--- src/rtl/pio_pkg.sv ---
// Shared definitions for the PIO blocks: register addresses, edge-type encodings
// and the start-up guard state type.
package pio_pkg;

   localparam logic [1:0] PIO_ADDR_DATA = 2'd0;
   localparam logic [1:0] PIO_ADDR_MASK = 2'd2;
   localparam logic [1:0] PIO_ADDR_EDGE = 2'd3;

   localparam int PIO_EDGE_RISE = 0;
   localparam int PIO_EDGE_FALL = 1;
   localparam int PIO_EDGE_ANY  = 2;

   typedef enum logic [1:0] {
      GUARD_ARM0 = 2'd0,
      GUARD_ARM1 = 2'd1,
      GUARD_ARM2 = 2'd2,
      GUARD_RUN  = 2'd3
   } guard_state_e;

   function automatic guard_state_e guard_next(input guard_state_e cur);
      guard_state_e nxt;
      case (cur)
         GUARD_ARM0: nxt = GUARD_ARM1;
         GUARD_ARM1: nxt = GUARD_ARM2;
         GUARD_ARM2: nxt = GUARD_RUN;
         GUARD_RUN:  nxt = GUARD_RUN;
         default:    nxt = GUARD_ARM0;
      endcase
      return nxt;
   endfunction

endpackage

--- src/rtl/pio_in_debounce.sv ---
// One-bit debouncer: the output follows the input only after the input has
// disagreed with it for DEBOUNCE_CYCLES consecutive clocks.
module pio_in_debounce
   import pio_pkg::*;
#(
   parameter int DEBOUNCE_CYCLES = 50000
) (
   input  logic clk,
   input  logic reset,
   input  logic din,
   output logic lvl
);

   localparam int CW = $clog2(DEBOUNCE_CYCLES + 1);
   localparam logic [CW-1:0] CNT_LAST = CW'(DEBOUNCE_CYCLES - 1);

   logic [CW-1:0] cnt_r;
   logic          lvl_r;

   // Stability counter; any agreement between input and output restarts it
   always_ff @(posedge clk or posedge reset) begin
      if (reset) begin
         cnt_r <= {CW{1'b0}};
         lvl_r <= 1'b0;
      end else if (din == lvl_r) begin
         cnt_r <= {CW{1'b0}};
      end else if (cnt_r == CNT_LAST) begin
         cnt_r <= {CW{1'b0}};
         lvl_r <= din;
      end else begin
         cnt_r <= cnt_r + CW'(1'b1);
      end
   end

   assign lvl = lvl_r;

endmodule

--- src/rtl/system_0_pio_button_in.sv ---
// Avalon-MM input PIO with per-bit edge capture and masked level interrupt.
// Optional per-bit debouncing is enabled by defining PIO_IN_DEBOUNCE_EN.
module system_0_pio_button_in
   import pio_pkg::*;
#(
   parameter int WIDTH           = 4,
   parameter int EDGE_TYPE       = 0,
   parameter int DEBOUNCE_CYCLES = 50000
) (
   input  logic             clk,
   input  logic             reset,
   input  logic [1:0]       address,
   input  logic             chipselect,
   input  logic             write_n,
   input  logic [31:0]      writedata,
   input  logic [WIDTH-1:0] in_port,
   output logic [31:0]      readdata,
   output logic             irq
);

   if (WIDTH < 1 || WIDTH > 32) begin : g_bad_width
      $error("system_0_pio_button_in: WIDTH must be 1..32");
   end
   if (DEBOUNCE_CYCLES < 1) begin : g_bad_debounce
      $error("system_0_pio_button_in: DEBOUNCE_CYCLES must be >= 1");
   end

   logic [WIDTH-1:0] sync1_r;
   logic [WIDTH-1:0] sync2_r;
   logic [WIDTH-1:0] lvl_s;
   logic [WIDTH-1:0] lvl_prev_r;
   logic [WIDTH-1:0] irq_mask_r;
   logic [WIDTH-1:0] edge_capture_r;
   logic [WIDTH-1:0] edge_det_s;
   logic [WIDTH-1:0] mask_nxt_s;
   logic [WIDTH-1:0] edge_nxt_s;
   logic             irq_r;
   logic             write_s;
   logic             unused_wdata_s;
   guard_state_e     state_r;

   assign write_s        = chipselect & ~write_n;
   assign unused_wdata_s = ^writedata;

   // Pin synchronizer and previous conditioned level
   always_ff @(posedge clk or posedge reset) begin
      if (reset) begin
         sync1_r    <= {WIDTH{1'b0}};
         sync2_r    <= {WIDTH{1'b0}};
         lvl_prev_r <= {WIDTH{1'b0}};
      end else begin
         sync1_r    <= in_port;
         sync2_r    <= sync1_r;
         lvl_prev_r <= lvl_s;
      end
   end

`ifdef PIO_IN_DEBOUNCE_EN
   for (genvar i = 0; i < WIDTH; i++) begin : g_debounce
      pio_in_debounce #(
         .DEBOUNCE_CYCLES(DEBOUNCE_CYCLES)
      ) u_debounce (
         .clk   (clk),
         .reset (reset),
         .din   (sync2_r[i]),
         .lvl   (lvl_s[i])
      );
   end
`else
   assign lvl_s = sync2_r;
`endif

   // Start-up guard: pins already high at reset release must not look like edges
   always_ff @(posedge clk or posedge reset) begin
      if (reset) begin
         state_r <= GUARD_ARM0;
      end else begin
         state_r <= guard_next(state_r);
      end
   end

   // Per-bit edge detect, suppressed until the guard reaches RUN
   always_comb begin
      edge_det_s = {WIDTH{1'b0}};
      if (state_r == GUARD_RUN) begin
         case (EDGE_TYPE)
            PIO_EDGE_RISE: edge_det_s = lvl_s & ~lvl_prev_r;
            PIO_EDGE_FALL: edge_det_s = ~lvl_s & lvl_prev_r;
            PIO_EDGE_ANY:  edge_det_s = lvl_s ^ lvl_prev_r;
            default:       edge_det_s = {WIDTH{1'b0}};
         endcase
      end else begin
         edge_det_s = {WIDTH{1'b0}};
      end
   end

   // Next mask / capture values; a new edge is OR-ed in after the W1C so it is never lost
   always_comb begin
      mask_nxt_s = irq_mask_r;
      edge_nxt_s = edge_capture_r;
      if (write_s && (address == PIO_ADDR_MASK)) begin
         mask_nxt_s = writedata[WIDTH-1:0];
      end else begin
         mask_nxt_s = irq_mask_r;
      end
      if (write_s && (address == PIO_ADDR_EDGE)) begin
         edge_nxt_s = edge_capture_r & ~writedata[WIDTH-1:0];
      end else begin
         edge_nxt_s = edge_capture_r;
      end
      edge_nxt_s = edge_nxt_s | edge_det_s;
   end

   // Control registers; irq is registered from the same next values so it tracks them exactly
   always_ff @(posedge clk or posedge reset) begin
      if (reset) begin
         irq_mask_r     <= {WIDTH{1'b0}};
         edge_capture_r <= {WIDTH{1'b0}};
         irq_r          <= 1'b0;
      end else begin
         irq_mask_r     <= mask_nxt_s;
         edge_capture_r <= edge_nxt_s;
         irq_r          <= |(edge_nxt_s & mask_nxt_s);
      end
   end

   // Zero-wait-state read mux
   always_comb begin
      readdata = 32'd0;
      case (address)
         PIO_ADDR_DATA: readdata[WIDTH-1:0] = lvl_s;
         PIO_ADDR_MASK: readdata[WIDTH-1:0] = irq_mask_r;
         PIO_ADDR_EDGE: readdata[WIDTH-1:0] = edge_capture_r;
         default:       readdata = 32'd0;
      endcase
   end

   assign irq = irq_r;

endmodule

--- config.mk ---
export PLATFORM = sky130hd
export DESIGN_NAME = system_0_pio_button_in
export DESIGN_NICKNAME = d
export VERILOG_FILES = /design/src/rtl/pio_pkg.sv /design/src/rtl/pio_in_debounce.sv /design/src/rtl/system_0_pio_button_in.sv
export SDC_FILE = /design/constraint.sdc
export NUM_CORES = 1
export LEC_CHECK = 0
export CAP_MARGIN = 25
export CELL_PAD_IN_SITES_DETAIL_PLACEMENT = 1
export CELL_PAD_IN_SITES_GLOBAL_PLACEMENT = 2
export CORE_MARGIN = 8
export CORE_UTILIZATION = 20
export CTS_CLUSTER_DIAMETER = 200
export DETAILED_ROUTE_END_ITERATION = 7
export GPL_TIMING_DRIVEN = 0
export PLACE_DENSITY_LB_ADDON = 0.1
export SLEW_MARGIN = 40
export SYNTH_ARGS = -nofsm -noshare
export SYNTH_HDL_FRONTEND = slang
export SYNTH_HIERARCHICAL = 1
export SYNTH_SLANG_ARGS = --single-unit
--- constraint.sdc ---
create_clock -name clk -period 1.3 [get_ports clk]
set_input_delay 0.26 -clock clk [delete_from_list [all_inputs] [get_ports clk]]
set_output_delay 0.26 -clock clk [all_outputs]
set_load 0.01 [all_outputs]
==> impl_metrics.toml <==
[grt]
top_usage_layer = "met2"
antenna_found_initial = 0
use_met3_pct = 2.72
overflow = 0
grt_pass1_wl_um = 4280
grt_max_degree = 24
use_met1_pct = 7.58
grt_pass1_vias = 837
use_met2_pct = 10.7
grtUsageTotal_pct = 6.44

[floorplan]
rows = 27
initial_core_util_pct = 20.7
core_um2 = 5470
dieArea_um2 = 8330
die_w_um = 91.2
die_height_um = 91.2
io_pins = 75

[sta]
grt_setup_unrepaired = "true"
hold_viol_final = 0
finalWorstSetupSlack_ps = 21.4
skew_ps = 1.63
tns_ps = 0
final_max_slew_viol_count = 0
period_share_pct = 98.4
min_period_ps = 1280
setup_viol = 0
clock.fmax_mhz = 782

[synth]
synth_area_leaders = "dfrtp_1 (51%), buf_4 (19%), mux2_4 (5.3%)"
avgSynthCellArea_um2 = 12.3
synth_area_um2 = 1130
synth_top_area_share_pct = 50.8
synth_most_common_cell = "buf_4"
synth_flop_cell = "dfrtp_1"
synth-seq-cells = 23
ys_async_sr_fraction_pct = 100
ys_seq_area_share_pct = 50.8
yosysWarnings = 6
synth_edf_count = 0
synthTopCellsByCount = "buf_4 (28), dfrtp_1 (23)"
netlist_instances = 92
post_synth_num_cell_types = 21
yosys.area.top_type = "dfrtp_1"

[setup_path]
critPathBufInv = 1
end_kind = "output pin"
cp_max_fo = 2
slowest_stage = "dfrtp_1"
required_ps = 1040
timing.critical_path.max_delay_family = "flip-flops"
timing.rr.end = "irq"
path_cells = "mux2i_1 -> o21ai_1 -> buf_2"
reg2reg_slack_ps = 190
rr_worst_depth = 4
setup.worst_path.start = "lvl_s[1]"
worst_setup_path_start_kind = "register"
crit_cells = 3
cp_slowest_stage_delay_ps = 410
critical_path_class = "register to output pin"
worstPathArrival_ps = 1020
reg2reg_from = "lvl_s[1]"

[placed_design]
place_ws_ps = -412
io_buffers = 16
dpl.hpwl_um = 2030
place_congestion = 0.702

[power_and_ir_drop]
switchingPower_uw = 417
p_int_mw = 1.19
clkPwrFrac_pct = 27.3
ir_drop_mv = 0.454
power_density_nw_per_um2 = 1040
pwr-share-comb_pct = 22.8
p_sw_share_pct = 25.9
seq_power_share_pct = 49.9
p_leak_nw = 0.744

[clock_tree]
clock_tree.buffer_depth = 2
clk_pin_slew_worst_paths_ps = 80
clk_latency_ps = 260
cts_buffers = 3
hold_buffers = 0
clkSinkCount = 23
h-tree-depth = 1
cts_tree = "done"
root_buffer = "clkbuf_8"

[final_layout]
diodes = 0
drive_gt1_share_pct = 38.5
nNetsFinal = 186
syn_to_final_growth_pct = 36.2

[detailed_routing]
wl_um = 2550
wl_per_cell_um = 11.8
drt_iter0_markers = 22
vias_per_cell = 3.44
vias = 739
antenna_left = 0
dr.pass1.iters = 3
remaining_drc_errors = 0

[worst_hold_path]
hp-class = "input port to async pin"

[run_status]
outcome = "finished, final reports clean"

[flow_run]
drv_cap = 0
sequential cells by signal, summed over array words and instances (netlist names):
name	flops
sync1_r	4
irq	1
lvl_prev_r	4
irq_mask_r	4
state_r	2
edge_capture_r	4
lvl_s	4
worst max-delay path by stage:
stage,endpoint,slack (ps)
floorplan,irq,10
global placement,irq,-420
detailed placement,irq,-410
CTS,readdata[2],-10
global route,readdata[1],-90
finish,readdata[1],20
cells in the final DEF, fill, tap and decap left out, types with 3 or more instances in the layout:
master           netlist  layout
buf_4                 28      32
conb_1                 1      28
dfrtp_1               23      23
clkdlybuf4s50_1        0       9
mux2i_1                4       4
nand3_1                4       4
mux2_4                 4       4
and4b_1                4       4
or2_1                  4       4
o21ai_2                3       4
buf_2                  0       4
clkbuf_8               0       3
dlygate4sd2_1          0       3
power by group through the flow:
stage	sequential (mW)	clock, mW	combinational [mW]
CTS	0.805	0.470	0.362
global route	0.813	0.504	0.410
finish	0.804	0.439	0.367
floorplan	0.812	0	0.249
global placement	0.816	0	0.359
detailed placement	0.820	0	0.362
logic make-up after synthesis:
family | after synthesis | synth area share (%)
compound gates | 12 | 7.51
buf+inv | 31 | 20.9
flops | 23 | 50.8
mux | 8 | 8.84
other cells | 1 | 0.331
simple gates | 17 | 11.6
metrics by stage:
step | hold slack [ps] | power, mW | cells | util [%] | instance area (um^2)
after floorplan | 262 | 1.06 | 119 | - | 1230
final | 332 | 1.61 | 215 | 28.2 | 1540
after CTS | 344 | 1.64 | 214 | 28.1 | 1540
after global placement | 332 | 1.18 | 207 | 27.1 | 1480
after detailed placement | 336 | 1.18 | 207 | 27.1 | 1480
after global routing | 351 | 1.73 | 215 | 28.2 | 1540
layout make-up:
cell class | instances | area (um^2)
Buffer | 30 | 233
Clock buffer | 3 | 41.3
Clock inverter | 1 | 7.51
Fill cell | 638 | 3930
Inverter | 1 | 3.75
Multi-Input combinational cell | 65 | 425
Sequential cell | 23 | 576
Tap cell | 72 | 90.1
Timing Repair Buffer | 20 | 166
per-layer routing:
layer	vias up	routed length, um
li1	358	-
met1	352	1140
met2	27	1240
met3	2	155
met4	0	12
met5	-	0
repair_timing:
action                                  4_1_cts  5_1_grt
hold endpoints to repair                      0        0
resized for setup                            23        1
pin swaps                                     2        0
endpoints found under the setup margin        6        4
buffers inserted                              3        1
Power figures use the tool's default switching activity.
